## src/rtl/fetch_unit_pkg.sv

```systemverilog
// Shared instruction-set definitions for the fetch/decode front end.
// Defines the opcode map and the ALU operation codes used downstream.
package fetch_unit_pkg;

  typedef enum logic [7:0] {
    OP_ADD = 8'd0,
    OP_SUB = 8'd1,
    OP_AND = 8'd2,
    OP_OR  = 8'd3,
    OP_XOR = 8'd4,
    OP_SHL = 8'd5,
    OP_SHR = 8'd6,
    OP_INC = 8'd7,
    OP_DEC = 8'd8,
    OP_MOV = 8'd9,
    OP_LD  = 8'd10,
    OP_ST  = 8'd11,
    OP_NOP = 8'd12,
    OP_LDI = 8'd13,
    OP_JMP = 8'd14,
    OP_RST = 8'd15
  } opcode_e;

  typedef enum logic [2:0] {
    ALU_ADD,
    ALU_SUB,
    ALU_AND,
    ALU_OR,
    ALU_XOR,
    ALU_SHL,
    ALU_SHR,
    ALU_PASS
  } alu_op_e;

endpackage

```

## src/rtl/fetch_unit_pc_reg.sv

```systemverilog
// Program counter register for the fetch unit.
// Next-value priority: reset vector > load > increment; pc_nxt_o exposes that value early.
module fetch_unit_pc_reg #(
  parameter int                    ADDR_WIDTH   = 8,
  parameter logic [ADDR_WIDTH-1:0] RESET_VECTOR = '0
) (
  input  logic                  clk,
  input  logic                  rst_n,
  input  logic                  rst_vec_i,
  input  logic                  load_i,
  input  logic [ADDR_WIDTH-1:0] load_val_i,
  input  logic                  inc_i,
  output logic [ADDR_WIDTH-1:0] pc_o,
  output logic [ADDR_WIDTH-1:0] pc_nxt_o
);

  logic [ADDR_WIDTH-1:0] pc_q;
  logic [ADDR_WIDTH-1:0] pc_d;

  always_comb begin
    pc_d = pc_q;
    if (rst_vec_i) begin
      pc_d = RESET_VECTOR;
    end else if (load_i) begin
      pc_d = load_val_i;
    end else if (inc_i) begin
      pc_d = pc_q + 1'b1;
    end
  end

  always_ff @(posedge clk or negedge rst_n) begin
    if (!rst_n) begin
      pc_q <= RESET_VECTOR;
    end else begin
      pc_q <= pc_d;
    end
  end

  assign pc_o     = pc_q;
  assign pc_nxt_o = pc_d;

endmodule

```

## src/rtl/fetch_unit.sv

```systemverilog
// Instruction fetch stage: fetches opcode (+ immediate for LDI) over req/ack and
// hands {instr, imm} to decode with valid/ready; decode's jump/soft reset steer the PC.
module fetch_unit
  import fetch_unit_pkg::*;
#(
  parameter int                     ADDR_WIDTH   = 8,
  parameter int                     INSTR_WIDTH  = 8,
  parameter logic [ADDR_WIDTH-1:0]  RESET_VECTOR = '0,
  parameter logic [INSTR_WIDTH-1:0] OPC_LDI      = INSTR_WIDTH'(OP_LDI),
  parameter logic [INSTR_WIDTH-1:0] OPC_NOP      = INSTR_WIDTH'(OP_NOP)
) (
  input  logic                   clk,
  input  logic                   rst_n,
  output logic                   imem_req,
  output logic [ADDR_WIDTH-1:0]  imem_addr,
  input  logic                   imem_ack,
  input  logic [INSTR_WIDTH-1:0] imem_rdata,
  output logic [INSTR_WIDTH-1:0] instr,
  output logic [INSTR_WIDTH-1:0] imm,
  output logic                   instr_valid,
  input  logic                   instr_ready,
  input  logic                   jmp_en,
  input  logic [ADDR_WIDTH-1:0]  jmp_target,
  input  logic                   soft_rst,
  output logic [ADDR_WIDTH-1:0]  pc,
  output logic [15:0]            retired
);

  typedef enum logic [1:0] {
    S_FETCH,
    S_IMM,
    S_ISSUE
  } state_e;

  state_e                 state_q, state_d;
  logic [INSTR_WIDTH-1:0] instr_q, instr_d;
  logic [INSTR_WIDTH-1:0] imm_q, imm_d;
  logic                   req_q, req_d;
  logic [ADDR_WIDTH-1:0]  addr_q, addr_d;
  logic [15:0]            retired_q, retired_d;

  logic                   pc_inc, pc_load, pc_vec;
  logic [ADDR_WIDTH-1:0]  pc_q, pc_nxt;

  fetch_unit_pc_reg #(
    .ADDR_WIDTH  (ADDR_WIDTH),
    .RESET_VECTOR(RESET_VECTOR)
  ) u_pc_reg (
    .clk       (clk),
    .rst_n     (rst_n),
    .rst_vec_i (pc_vec),
    .load_i    (pc_load),
    .load_val_i(jmp_target),
    .inc_i     (pc_inc),
    .pc_o      (pc_q),
    .pc_nxt_o  (pc_nxt)
  );

  always_comb begin
    state_d   = state_q;
    instr_d   = instr_q;
    imm_d     = imm_q;
    retired_d = retired_q;
    pc_inc    = 1'b0;
    pc_load   = 1'b0;
    pc_vec    = 1'b0;
    case (state_q)
      S_FETCH: begin
        // An ack seen before our first request after reset is stale and dropped.
        if (req_q && imem_ack) begin
          instr_d = imem_rdata;
          imm_d   = '0;
          pc_inc  = 1'b1;
          state_d = (imem_rdata == OPC_LDI) ? S_IMM : S_ISSUE;
        end
      end
      S_IMM: begin
        if (req_q && imem_ack) begin
          imm_d   = imem_rdata;
          pc_inc  = 1'b1;
          state_d = S_ISSUE;
        end
      end
      S_ISSUE: begin
        if (instr_ready) begin
          retired_d = retired_q + 16'd1;
          pc_vec    = soft_rst;
          pc_load   = jmp_en;
          state_d   = S_FETCH;
        end
      end
      default: state_d = S_FETCH;
    endcase
  end

  // The request address always tracks the upcoming PC; it only moves when the PC does.
  assign req_d  = (state_d != S_ISSUE);
  assign addr_d = pc_nxt;

  always_ff @(posedge clk or negedge rst_n) begin
    if (!rst_n) begin
      state_q   <= S_FETCH;
      instr_q   <= OPC_NOP;
      imm_q     <= '0;
      req_q     <= 1'b0;
      addr_q    <= RESET_VECTOR;
      retired_q <= '0;
    end else begin
      state_q   <= state_d;
      instr_q   <= instr_d;
      imm_q     <= imm_d;
      req_q     <= req_d;
      addr_q    <= addr_d;
      retired_q <= retired_d;
    end
  end

  assign instr_valid = (state_q == S_ISSUE);
  assign instr       = instr_valid ? instr_q : OPC_NOP;
  assign imm         = instr_valid ? imm_q : '0;
  assign imem_req    = req_q;
  assign imem_addr   = addr_q;
  assign pc          = pc_q;
  assign retired     = retired_q;

endmodule

```

## config.mk

```make
export PLATFORM = sky130hd
export DESIGN_NAME = fetch_unit
export DESIGN_NICKNAME = d
export VERILOG_FILES = /design/src/rtl/fetch_unit_pkg.sv /design/src/rtl/fetch_unit_pc_reg.sv /design/src/rtl/fetch_unit.sv
export SDC_FILE = /design/constraint.sdc
export NUM_CORES = 1
export LEC_CHECK = 0
export ABC_CLOCK_PERIOD_IN_PS = 2360
export CAP_MARGIN = 20
export CORE_ASPECT_RATIO = 0.6
export CORE_MARGIN = 2
export CORE_UTILIZATION = 49
export DETAILED_ROUTE_END_ITERATION = 10
export PLACE_DENSITY = 0.85
export SLEW_MARGIN = 20
export SYNTH_ARGS = -nofsm -noshare
export SYNTH_HDL_FRONTEND = slang
export SYNTH_SLANG_ARGS = --single-unit
```

## constraint.sdc

```tcl
create_clock -name clk -period 2.36 [get_ports clk]
set_input_delay 0.354 -clock clk [delete_from_list [all_inputs] [get_ports clk]]
set_output_delay 0.354 -clock clk [all_outputs]
set_load 0.01 [all_outputs]
```

==> flow_metrics.tcl <==
set metrics [dict create \
    critPathArrivalTime_ns 1.90 \
    synth_top_area_cell "dfrtp_1" \
    outcome "finished, final reports clean" \
    grt_overflow_total 0 \
    synth_top_area_share_pct 48.0 \
    place_ws_ns 0.350 \
    numCtsBuffers 5 \
    finalWorstSetupSlack_ns 0.102 \
    synth_area_leaders "dfrtp_1, nand2_1, mux2_2" \
    finalHoldViolations 0 \
    die-area_um2 4930 \
    cp_max_fo 18 \
    fmax_mhz 443 \
    vias 1788 \
    wl_met3_um 275 \
    highest_layer "met4" \
    hp-class "in -> async" \
    finalCriticalPeriod_ns 2.26 \
    postPlaceCellArea_um2 2870 \
    end_kind "output pin" \
    drive_above_1_share_pct 12.5 \
    finalCritPeriodShare_pct 95.7 \
    final_cells 341 \
    ir_drop_mv 0.684 \
    tns_ns 0 \
    tightestPinTransition_ns 0.555 \
    drt_iter0_drc 123 \
    vias_per_cell 5.24 \
    synth_nets 232 \
    critPathSlowestCell "clkdlybuf4s50_1" \
    cp_cell_sequence "nand2b_1 > clkinvlp_4 > and2_1 > clkdlybuf4s50_1" \
    cts.sinks 43 \
    syn_area_per_cell_um2 10.3 \
    cts.clk_slew.worst_paths_ns 0.08 \
    antenna_cells 0 \
    antenna_found_initial 0 \
    cap_violations 0 \
    wl_met2_um 2390 \
    grt_pass1_vias 1685 \
    slowest_delay_ns 0.48 \
    drcViolationCount 0 \
    dp.cells 330 \
    die_y_um 55.2 \
    ys_seq_elements 43 \
    power_density_nw_per_um2 917 \
    avgRoutedWirePerCell_um 15.5 \
    wl_met1_um 2590 \
    maxSlewHeadroom_pct 62.7 \
    grt_max_degree 30 \
    routabilityCongestion 0.836 \
    rows 18 \
    core_um2 4140 \
    fin_skew_ns 0.00618 \
    dr.pass1.iters 4 \
    postRouteAntennaNets 0 \
    cts-root-buf "clkbuf_8" \
    nets 304 \
    place_hpwl_um 3970 \
    fin_util_pct 72.5 \
    synthToLayoutAreaGrowth_pct 40.4 \
    ios 72 \
    p_leak_uw 0.00123 \
    cpLargestDelayFamily "buffers and inverters" \
    h-tree-depth 2 \
    drt_wl_total_um 5300 \
    synth.distinct_cells 41 \
    synthCells 208 \
    start_kind "flip-flop" \
    setup_viol 0 \
    die_x_um 89.3 \
    netlist_area_um2 2140 \
    slew_violations 0 \
    grt_pass1_wl_um 8400 \
    cp.required_ns 2.01 \
    cts_tree "yes" \
    ys_warn_count 0 \
    fillers 307 \
    clkLatencyLatePin_ns 0.30 \
    stdcell_area_um2 3000 \
    port_buffers 71 \
    ctsLongestPathBuffers 2 \
    ys_seq_area_share_pct 50.4 \
    path_buf_inv 2 \
    path_class "reg -> out" \
    grt_usage_pct 23.6 \
    start_util_pct 51.6 \
]
-- per-layer routing --
metal  vias to the layer above  track usage, %
met5                         -               0
met3                         5            4.90
li1                        861               -
met1                       855            34.1
met4                         0            8.21
met2                        67            35.7
-- synth_stat cells (all sizes together) --
cell type and count:
dfrtp 41, nand2 28, o21ai 17, and2 14
nand3 12, buf 11, xnor2 11, mux2 9
nor3 7, nor2 6, a21oi 5, inv 5
xor2 5, o22ai 4, and4 3, and4b 3
clkbuf 3, nand2b 3, nand3b 3, dfstp 2
ha 2, nor3b 2, nor4 2, and3 1
mux2i 1, nand4 1, nor4bb 1, o211ai 1
o22a 1, o2bb2a 1, o311ai 1, o31a 1
or3 1
-- worst reg2reg max path, stage by stage (launching register included) --
cell        delay, ns
dfrtp_1          0.44
nand2b_1         0.17
clkinvlp_4       0.26
buf_4            0.21
buf_4            0.13
nand2_1          0.17
mux2_2           0.36
-- kinds of logic (layout without fill, tap and decap cells) --
| family | Yosys count | in the layout | share of synthesized area [%] |
|---|---|---|---|
| muxes | 10 | 10 | 5.20 |
| and+or+nand+nor | 87 | 87 | 22.7 |
| buffers and inverters | 19 | 92 | 4.80 |
| adders and majority gates | 2 | 2 | 1.17 |
| xor gates and xnor gates | 16 | 16 | 6.55 |
| AOI/OAI and AO/OA | 31 | 31 | 9.12 |
| DFF | 43 | 43 | 50.4 |
-- layout make-up --
type | instances | area [um2] | area share (%)
flip-flops and latches | 43 | 1080 | 35.9
repair buffers | 79 | 768 | 25.6
inverters | 5 | 22.5 | 0.750
multi-input cells | 146 | 958 | 31.9
well taps | 60 | 75.1 | 2.50
clock buffers | 8 | 100 | 3.33
-- repair_timing --
item	CTS	global route
endpoints found under the setup margin	0	14
endpoints found under the hold margin	12	0
resized for setup	0	1
hold buffers	1	0
buffers inserted	0	2
-- metrics by stage --
step	hold WS (ns)	power, uW
2_1_floorplan	0.0584	1680
3_3_place_gp	0.271	2190
3_5_place_dp	0.271	2220
4_1_cts	0.484	2740
5_1_grt	0.511	2930
6_report	0.479	2750
-- power by group --
group	switching [uW]	internal, uW	total (uW)
sequential	197	929	1130
combinational	474	641	1120
clock	246	267	513
-- path summary, 6_finish.rpt --
kind / from / end / slack, ns / cells after the start
max in group asynchronous: rst_n / retired[5] / 1.20 / 3
max: state_q[1] / instr[6] / 0.10 / 4
min: rst_n / instr_q[4] / 0.48 / 2
min in group clk: imm_q[4] / imm_q[4] / 0.48 / 2
min reg2reg: imm_q[4] / imm_q[4] / 0.48 / 2
max reg2reg: state_q[1] / retired[1] / 0.49 / 6
-- registers in the layout (all words and copies together), names as in the netlist --
register and cells:
imem_req 1, imm_q 8, instr_q 8, retired 16
state_q 2, u_pc_reg.pc_o 8
-- placed cells by master (no fill, tap or decap), types with 4 or more instances in the layout --
cell | synthesis | routed
xnor2_1 | 11 | 11
clkdlybuf4s50_1 | 0 | 70
nand3_1 | 12 | 12
and2_1 | 14 | 14
dfrtp_1 | 41 | 41
nand2_1 | 28 | 28
xor2_1 | 5 | 5
clkbuf_8 | 0 | 7
o21ai_0 | 16 | 16
nor2_1 | 5 | 5
mux2_2 | 9 | 9
inv_1 | 5 | 4
buf_4 | 8 | 7
nor3_1 | 7 | 7
a21oi_1 | 5 | 5
No activity file was read; power rests on OpenSTA's default activity.
